===== src/rtl/light_conflict_monitor.sv =====
// Passive safety monitor for the intersection light outputs: checks legal pairs, phase order
// and dwell limits, and latches the first fault with a code while driving a flash output.
module light_conflict_monitor #(
  parameter int unsigned MIN_GREEN = 3,
  parameter int unsigned MIN_YEL   = 2,
  parameter int unsigned MAX_DWELL = 40
) (
  input  logic       clk_out,
  input  logic       reset,
  input  logic [1:0] main_light_i,
  input  logic [1:0] side_light_i,
  input  logic       walk_light_i,
  input  logic       clear_fault_i,
  output logic       fault_o,
  output logic [2:0] fault_code_o,
  output logic       flash_o,
  output logic [7:0] dwell_cnt_o,
  output logic [7:0] cycle_count_o
);

  typedef logic [3:0] pair_t;

  localparam logic [1:0] L_OFF = 2'd0;
  localparam logic [1:0] L_GRN = 2'd1;
  localparam logic [1:0] L_YEL = 2'd2;
  localparam logic [1:0] L_RED = 2'd3;

  localparam pair_t P_OFF = {L_OFF, L_OFF};
  localparam pair_t P_GR  = {L_GRN, L_RED};
  localparam pair_t P_YR  = {L_YEL, L_RED};
  localparam pair_t P_RG  = {L_RED, L_GRN};
  localparam pair_t P_RY  = {L_RED, L_YEL};
  localparam pair_t P_RR  = {L_RED, L_RED};

  localparam logic [2:0] C_NONE     = 3'd0;
  localparam logic [2:0] C_CONFLICT = 3'd1;
  localparam logic [2:0] C_WALK     = 3'd2;
  localparam logic [2:0] C_ORDER    = 3'd3;
  localparam logic [2:0] C_SHORT_Y  = 3'd4;
  localparam logic [2:0] C_SHORT_G  = 3'd5;
  localparam logic [2:0] C_STUCK    = 3'd6;

  localparam logic [7:0] MIN_GREEN_C = 8'(MIN_GREEN);
  localparam logic [7:0] MIN_YEL_C   = 8'(MIN_YEL);
  localparam logic [7:0] MAX_DWELL_C = 8'(MAX_DWELL);
  localparam logic [7:0] DWELL_SAT   = 8'd255;

  // A pair the controller may legitimately drive once it is running.
  function automatic logic is_run_pair(input pair_t p);
    logic ok;
    case (p)
      P_GR, P_YR, P_RG, P_RY, P_RR: ok = 1'b1;
      default:                      ok = 1'b0;
    endcase
    return ok;
  endfunction

  // Legal phase advance between two different running pairs.
  function automatic logic is_legal_step(input pair_t from_p, input pair_t to_p);
    logic ok;
    case (from_p)
      P_GR:    ok = (to_p == P_YR);
      P_YR:    ok = (to_p == P_RG) || (to_p == P_RR);
      P_RR:    ok = (to_p == P_RG);
      P_RG:    ok = (to_p == P_RY);
      P_RY:    ok = (to_p == P_GR);
      default: ok = 1'b0;
    endcase
    return ok;
  endfunction

  pair_t      prev_q, prev_d;
  logic [7:0] dwell_q, dwell_d;
  logic       startup_q, startup_d;
  logic       fault_q, fault_d;
  logic [2:0] code_q, code_d;
  logic       flash_q, flash_d;
  logic [7:0] cycle_q, cycle_d;

  pair_t      cur_s;
  pair_t      eff_prev_s;
  logic       rearm_s;
  logic       eff_startup_s;
  logic       changed_s;
  logic       pair_ok_s;
  logic       step_ok_s;
  logic       exit_yel_s;
  logic       exit_grn_s;
  logic       stuck_s;
  logic [2:0] viol_code_s;
  logic       viol_s;

  // A clear on a faulted tick re-arms: this tick is judged as if just out of reset.
  always_comb begin
    cur_s         = {main_light_i, side_light_i};
    rearm_s       = fault_q & clear_fault_i;
    eff_prev_s    = rearm_s ? P_OFF : prev_q;
    eff_startup_s = rearm_s | startup_q;
    changed_s     = (cur_s != eff_prev_s);

    if (changed_s) begin
      dwell_d = 8'd1;
    end else if (dwell_q == DWELL_SAT) begin
      dwell_d = dwell_q;
    end else begin
      dwell_d = dwell_q + 8'd1;
    end

    pair_ok_s  = is_run_pair(cur_s) | (eff_startup_s & (cur_s == P_OFF));
    step_ok_s  = ~changed_s | (eff_startup_s & (eff_prev_s == P_OFF))
               | is_legal_step(eff_prev_s, cur_s);
    exit_yel_s = changed_s & ((eff_prev_s == P_YR) | (eff_prev_s == P_RY))
               & (dwell_q < MIN_YEL_C);
    exit_grn_s = changed_s & ((eff_prev_s == P_GR) | (eff_prev_s == P_RG))
               & (dwell_q < MIN_GREEN_C);
    stuck_s    = ~changed_s & (cur_s != P_OFF) & (dwell_d >= MAX_DWELL_C);
  end

  // Lowest-numbered violation wins when several fire together.
  always_comb begin
    if (!pair_ok_s) begin
      viol_code_s = C_CONFLICT;
    end else if (walk_light_i && (cur_s != P_RR)) begin
      viol_code_s = C_WALK;
    end else if (!step_ok_s) begin
      viol_code_s = C_ORDER;
    end else if (exit_yel_s) begin
      viol_code_s = C_SHORT_Y;
    end else if (exit_grn_s) begin
      viol_code_s = C_SHORT_G;
    end else if (stuck_s) begin
      viol_code_s = C_STUCK;
    end else begin
      viol_code_s = C_NONE;
    end
    viol_s = (viol_code_s != C_NONE);
  end

  // Fault latch, flasher, cycle counter and tracking state next values.
  always_comb begin
    prev_d    = cur_s;
    startup_d = eff_startup_s & ~is_run_pair(cur_s);

    if (fault_q && !clear_fault_i) begin
      fault_d = 1'b1;
      code_d  = code_q;
      flash_d = ~flash_q;
    end else if (viol_s) begin
      fault_d = 1'b1;
      code_d  = viol_code_s;
      flash_d = 1'b1;
    end else begin
      fault_d = 1'b0;
      code_d  = C_NONE;
      flash_d = 1'b0;
    end

    if (!fault_q && !viol_s && (eff_prev_s == P_RY) && (cur_s == P_GR)) begin
      cycle_d = cycle_q + 8'd1;
    end else begin
      cycle_d = cycle_q;
    end
  end

  // State registers; synchronous reset overrides every other input.
  always_ff @(posedge clk_out) begin
    if (reset) begin
      prev_q    <= P_OFF;
      dwell_q   <= 8'd0;
      startup_q <= 1'b1;
      fault_q   <= 1'b0;
      code_q    <= C_NONE;
      flash_q   <= 1'b0;
      cycle_q   <= 8'd0;
    end else begin
      prev_q    <= prev_d;
      dwell_q   <= dwell_d;
      startup_q <= startup_d;
      fault_q   <= fault_d;
      code_q    <= code_d;
      flash_q   <= flash_d;
      cycle_q   <= cycle_d;
    end
  end

  assign fault_o       = fault_q;
  assign fault_code_o  = code_q;
  assign flash_o       = flash_q;
  assign dwell_cnt_o   = dwell_q;
  assign cycle_count_o = cycle_q;

endmodule


===== config.mk =====
export PLATFORM = sky130hd
export DESIGN_NAME = light_conflict_monitor
export DESIGN_NICKNAME = d
export VERILOG_FILES = /design/src/rtl/light_conflict_monitor.sv
export SDC_FILE = /design/constraint.sdc
export NUM_CORES = 1
export LEC_CHECK = 0
export CORE_UTILIZATION = 56
export DETAILED_ROUTE_END_ITERATION = 7
export PLACE_DENSITY = 0.87
export REMOVE_ABC_BUFFERS = 1
export SETUP_SLACK_MARGIN = 0.3
export SLEW_MARGIN = 0
export SYNTH_ARGS = -nofsm -noshare
export SYNTH_HDL_FRONTEND = slang
export SYNTH_SLANG_ARGS = --single-unit
export TNS_END_PERCENT = 100

===== constraint.sdc =====
create_clock -name clk_out -period 3.65 [get_ports clk_out]
set_input_delay 0.73 -clock clk_out [delete_from_list [all_inputs] [get_ports clk_out]]
set_output_delay 0.73 -clock clk_out [all_outputs]
set_load 0.01 [all_outputs]

After elaboration in Yosys (flattened, before gate mapping)
Cells that the tools add are included.

word-level totals
  flip-flop bits (word level) = 26
  output and inout bits = 21
  logic and storage cells = 73
  input bits = 8

operators by class
  bitwise logic cells = 19
  $add $sub $neg = 2
  order comparisons = 3
  equal/unequal tests = 13
  multiplexer cells = 15
  reductions and logical operators = 14

operator list
  cell                 count
  $eq 4x4->1 const B   8
  $mux 3               7
  $add 8x1->8 const B  2
  $lt 8x2->1 const B   2
  $mux 8               2
  $and 1x1->1          10
  $eq 4x3->1 const B   2
  $eq 8x8->1 const B   1
  $ge 8x6->1 const B   1
  $logic_not 4->1      2
  $or 1x1->1           6
  $logic_and 1x1->1    5
  $pmux 1 s5           1
  $reduce_or 5->1      1
  $mux 1               4
  $mux 4               1
  $ne 4x4->1           1
  $ne 4x4->1 const B   1
  $reduce_bool 4->1    1
  $logic_not 1->1      3
  $not 1->1            3
  $reduce_bool 3->1    1
  $logic_or 1x1->1     1

Logic depth before layout (Yosys ltp)
  word-level depth = 17
  depth in mapped cells = 7
  mapped depth without buffers = 7

Worst setup path after synthesis
No wires, ideal clock.

  path type = input to register
  start point = input port main_light_i[0]
  end point = register cycle_q[6], in the netlist cycle_count_o[6]
  path slack = 1.338 ns
  data arrival time = 2.241 ns
  data required time = 3.580 ns
  library setup time = 0.070 ns
  stages = 7
  buffers on the path = 1
  path through = buf_2 xor2_1 o41ai_4 or2_4 o21ai_2 or4_1 a21oi_1

on the way
  longest elaborated chain between the ends = 15
  elaborated cells on any way between the ends = 38
  those cells by class = 1 x order compare; 7 x eq/ne; 9 x mux; 11 x bitwise; 10 x reduce/logical

RTL lines
  element                                    line           source
  start, declared                            10             input logic [1:0] main_light_i,
  $ne 4x4->1                                 99             changed_s = (cur_s != eff_prev_s);
  $mux 8 or $not 1->1 (tied branches)        101, 110, 116
  $ge 8x6->1 or $and 1x1->1 (tied branches)  116            stuck_s = ~changed_s & (cur_s != P_OFF) & (dwell_d >= MAX_DWELL_C);
  $and 1x1->1                                116
  $mux 3                                     131            end else if (stuck_s) begin
  $mux 3                                     129            end else if (exit_grn_s) begin
  $mux 3                                     127            end else if (exit_yel_s) begin
  $mux 3                                     125            end else if (!step_ok_s) begin
  $mux 3                                     123            end else if (walk_light_i && (cur_s != P_RR)) begin
  $mux 3                                     121            if (!pair_ok_s) begin
  $reduce_bool 3->1                          136            viol_s = (viol_code_s != C_NONE);
  $logic_not 1->1                            158            if (!fault_q && !viol_s && (eff_prev_s == P_RY) && (cur_s == P_GR)) begin
  $logic_and 1x1->1 (2 in series)            158
  $logic_and 1x1->1 (*)                      158
  end signal, assigned                       182            cycle_q <= cycle_d;
  end, declared                              78             logic [7:0] cycle_q, cycle_d;

Every way passes the cells marked *; elsewhere a longest branch is shown, timed or not.
A chain may end at the register's enable or synchronous reset.

Final worst setup path
  start point = input port side_light_i[1]
  end point = register cycle_q[7], in the netlist cycle_count_o[7]

on the way
  longest elaborated chain between the ends = 15
  elaborated cells on any way between the ends = 38
  those cells by class = 1 x order compare; 7 x eq/ne; 9 x mux; 11 x bitwise; 10 x reduce/logical

RTL lines
  element                                    line           source
  start, declared                            11             input logic [1:0] side_light_i,
  $ne 4x4->1                                 99
  $mux 8 or $not 1->1 (tied branches)        101, 110, 116
  $ge 8x6->1 or $and 1x1->1 (tied branches)  116
  $and 1x1->1                                116
  $mux 3                                     131
  $mux 3                                     129
  $mux 3                                     127
  $mux 3                                     125
  $mux 3                                     123
  $mux 3                                     121
  $reduce_bool 3->1                          136
  $logic_not 1->1                            158
  $logic_and 1x1->1 (2 in series)            158
  $logic_and 1x1->1 (*)                      158

Marks and branches as above.

==> results.md <==
- Outcome: complete, no violations
- Clock Tree Buf Depth: 2
- Area share of the largest cell type after synthesis: 0.3237
- Slew Limit Fails: 0
- Yosys top cell by area: dfxtp_1
- Initial DRC count: 58
- Die Footprint: 3089 sq um
- Hold Crit Class: register to register
- H-tree levels: 1
- Initial antenna violation count: 0
- Final setup vio count: 0
- Number of synthesized flops with an enable pin: 0
- Register-to-Register Path Depth: 6
- Sequential area share after synthesis: 0.3237
- Final wirelength: 3647 microns
- Share of layout cells above drive strength 1: 0.04225
- I/O pin count: 29
- Total power: 590.2 uW
- Achievable frequency: 377.1 MHz
- Area Overhead vs Synth: 18.83%
- DRT Pass-1 Iters: 4
- Setup WS pre-CTS: 0.6500 ns
- FF-to-FF End: cycle_count_o[7]$_SDFFE_PP0P_
- Worst Setup SP: side_light_i[1]
- P_leak: 0.0006913 uW
- Syn Area/Cell: 8.245 sq um
- CP max FO: 11
- Peak supply drop: 0.0002546 V
- CP arrival: 2.92 ns
- Clock skew: 0.008283 ns
- Layout Nets: 224
- Yosys warnings: 0
- Cts repair resizes: 0
- Drc violations: 0
- Final TNS setup: 0 ns
- Fin crit share: 0.7265
- Routed vias/inst: 6.258
- Global route overflow: 0
- Synth area leaders: dfxtp_1 (32%), nor2_1 (4.0%), nand2_1 (3.5%)
- Worst slew margin: 0.5266
- Antenna diodes: 0
- CP Data Required Time: 3.92 ns
- Worst slew pin tran: 0.7078 ns
- Max-cap check violation count: 0
- Ys flop type: dfxtp_1
- Critical Path Start Type: input pin
- Vias in the first global route: 1461
- Global-route usage over all layers: 0.2509
- Final Hold Viols: 0
- Post-synthesis cell count: 195
- Post-CTS repair timing setup buffer count: 0
- Initial Util: 0.5881
- Cell variety after synth: 60
- Final core utilization: 0.6989
- Final HPWL DP: 2754 microns
- Port buffer count: 28
- First-pass GRT wire length: 6279 microns
- CP Class: input pin to register
- DR vias: 1527
- Total CTS buffers: 3
- #FFs+latches synth: 26
- RSZ-0062 raised after global routing: no
- Placer Congestion: 0.8992
- Post-detailed-route count of antenna-violating nets: 0
- Core Footprint: 2734 sq um
- Crit. End Element: register
- Site Rows: 19
- Die height: 55.58 microns
- DR WL/cell: 14.95 microns
- Post-layout min period: 2.652 ns
- Largest net degree at the start of global routing: 19
- CTS root buffer: clkbuf_4
- Clock transition at path regs: 0.15 ns
- Synthesized area: 1608 sq um
- Power Density: 308.9 nW/um^2
- CTS sink cnt: 26
- Post-synth ARST share: 0
- Final worst setup slack: 0.9983 ns
- Chip Width: 55.58 microns
- Worst skew pair latency: 0.33 ns
- R2R Setup Slk: 1.53 ns
- CTS tree: done
- Crit path capture: cycle_count_o[7]$_SDFFE_PP0P_
- Worst R2R Start: prev_q[1]$_SDFF_PP0_
- Hold buffers post-CTS: 0
[cell usage after synthesis, types with 2 or more instances]
cell       n
a211oi_1   3
a21oi_1   10
a31oi_1    2
and2_1     4
and3_1     5
and3b_1    2
and4b_1    2
buf_2      4
clkbuf_1   8
dfxtp_1   26
ha_1       2
inv_1      3
mux2i_1    2
nand2_1   15
nand2b_1   4
nand3_1    8
nand4_1    3
nor2_1    17
nor2b_1    8
nor3b_1    2
nor4_1     3
o211ai_1   2
o21ai_0    5
o21ai_1    2
o22ai_1    2
o31ai_1    5
o32ai_1    2
or3_1      3
or4_1      3
xnor2_1    3
xor2_1     6
[power by group]
group          total, uW  internal, uW  switching (uW)
clock network        202           111            90.4
registers            304           292            11.9
logic               84.6          40.7            43.8
[registers in the layout (all words and copies together) (netlist names)]
register and count:
cycle_count_o 8, dwell_cnt_o 8, prev_q 4, fault_code_o 3, fault_o 1, flash_o 1, startup_q 1
[metrics by stage]
step	area (sq um)	cells	hold WS [ns]
global placement	1858	240	0.4204
CTS	1911	244	0.4721
floorplan	1539	181	0.4633
global route	1911	244	0.5033
detailed placement	1858	240	0.4523
finish	1911	244	0.4734
[metal layers]
layer,vias up,GRT usage,part of all wire
met4,0,0.1179,0.023
met1,707,0.2997,0.43
met5,-,0,0
li1,755,-,-
met2,56,0.4441,0.50
met3,9,0.03256,0.048
[layout by cell type (no fill, tap or decap), types with 2 or more instances in the layout]
master           instances
nor2b_1                  8
inv_1                    3
and3b_1                  2
ha_1                     2
and4b_1                  2
nor2_1                  17
o32ai_1                  2
o21ai_0                  5
xnor2_1                  3
o22ai_1                  2
o211ai_1                 2
o31ai_1                  5
o21ai_1                  2
a21oi_1                 10
xor2_1                   6
and3_1                   5
clkdlybuf4s50_1         28
nand3_1                  8
or4_1                    3
mux2i_1                  2
dfxtp_1                 26
or3_1                    3
nand2b_1                 4
a211oi_1                 3
nand2_1                 15
nand4_1                  3
a31oi_1                  2
nor4_1                   3
and2_1                   4
nor3b_1                  2
clkbuf_4                 3
[logic make-up after synthesis]
logic type | after synthesis | share of synthesized area
flops | 26 | 0.3237
fa+ha+maj | 3 | 0.02179
mux | 2 | 0.01245
simple gates | 87 | 0.3043
xor+xnor | 10 | 0.05915
buf+inv | 17 | 0.04981
compound gates | 50 | 0.2288
[worst min path at each step]
stage	startpoint	end	slack, ns	cells past startpoint
final	flash_o$_SDFF_PP0_	flash_o$_SDFF_PP0_	0.47	1
after global routing	flash_o$_SDFF_PP0_	flash_o$_SDFF_PP0_	0.50	1
after CTS	flash_o$_SDFF_PP0_	flash_o$_SDFF_PP0_	0.47	1
after detailed placement	flash_o$_SDFF_PP0_	flash_o$_SDFF_PP0_	0.45	1
after global placement	flash_o$_SDFF_PP0_	flash_o$_SDFF_PP0_	0.42	1
after floorplan	flash_o$_SDFF_PP0_	flash_o$_SDFF_PP0_	0.46	1
[area by class of cell]
cell class                      count  area [sq um]
Clock buffer                        3         22.52
Clock inverter                      1         30.03
Fill cell                         224         823.3
Inverter                            3         11.26
Multi-Input combinational cell    152          1007
Sequential cell                    26         520.5
Tap cell                           31         38.79
Timing Repair Buffer               28         280.3
[critical path, stage by stage]
cell             delay [ns]
clkdlybuf4s50_1        0.61
xor2_2                 0.26
o41ai_4                0.41
or2_4                  0.21
o21ai_2                0.07
or4_1                  0.47
a21oi_1                0.15
Note: power is estimated with default switching activity, not from simulation.
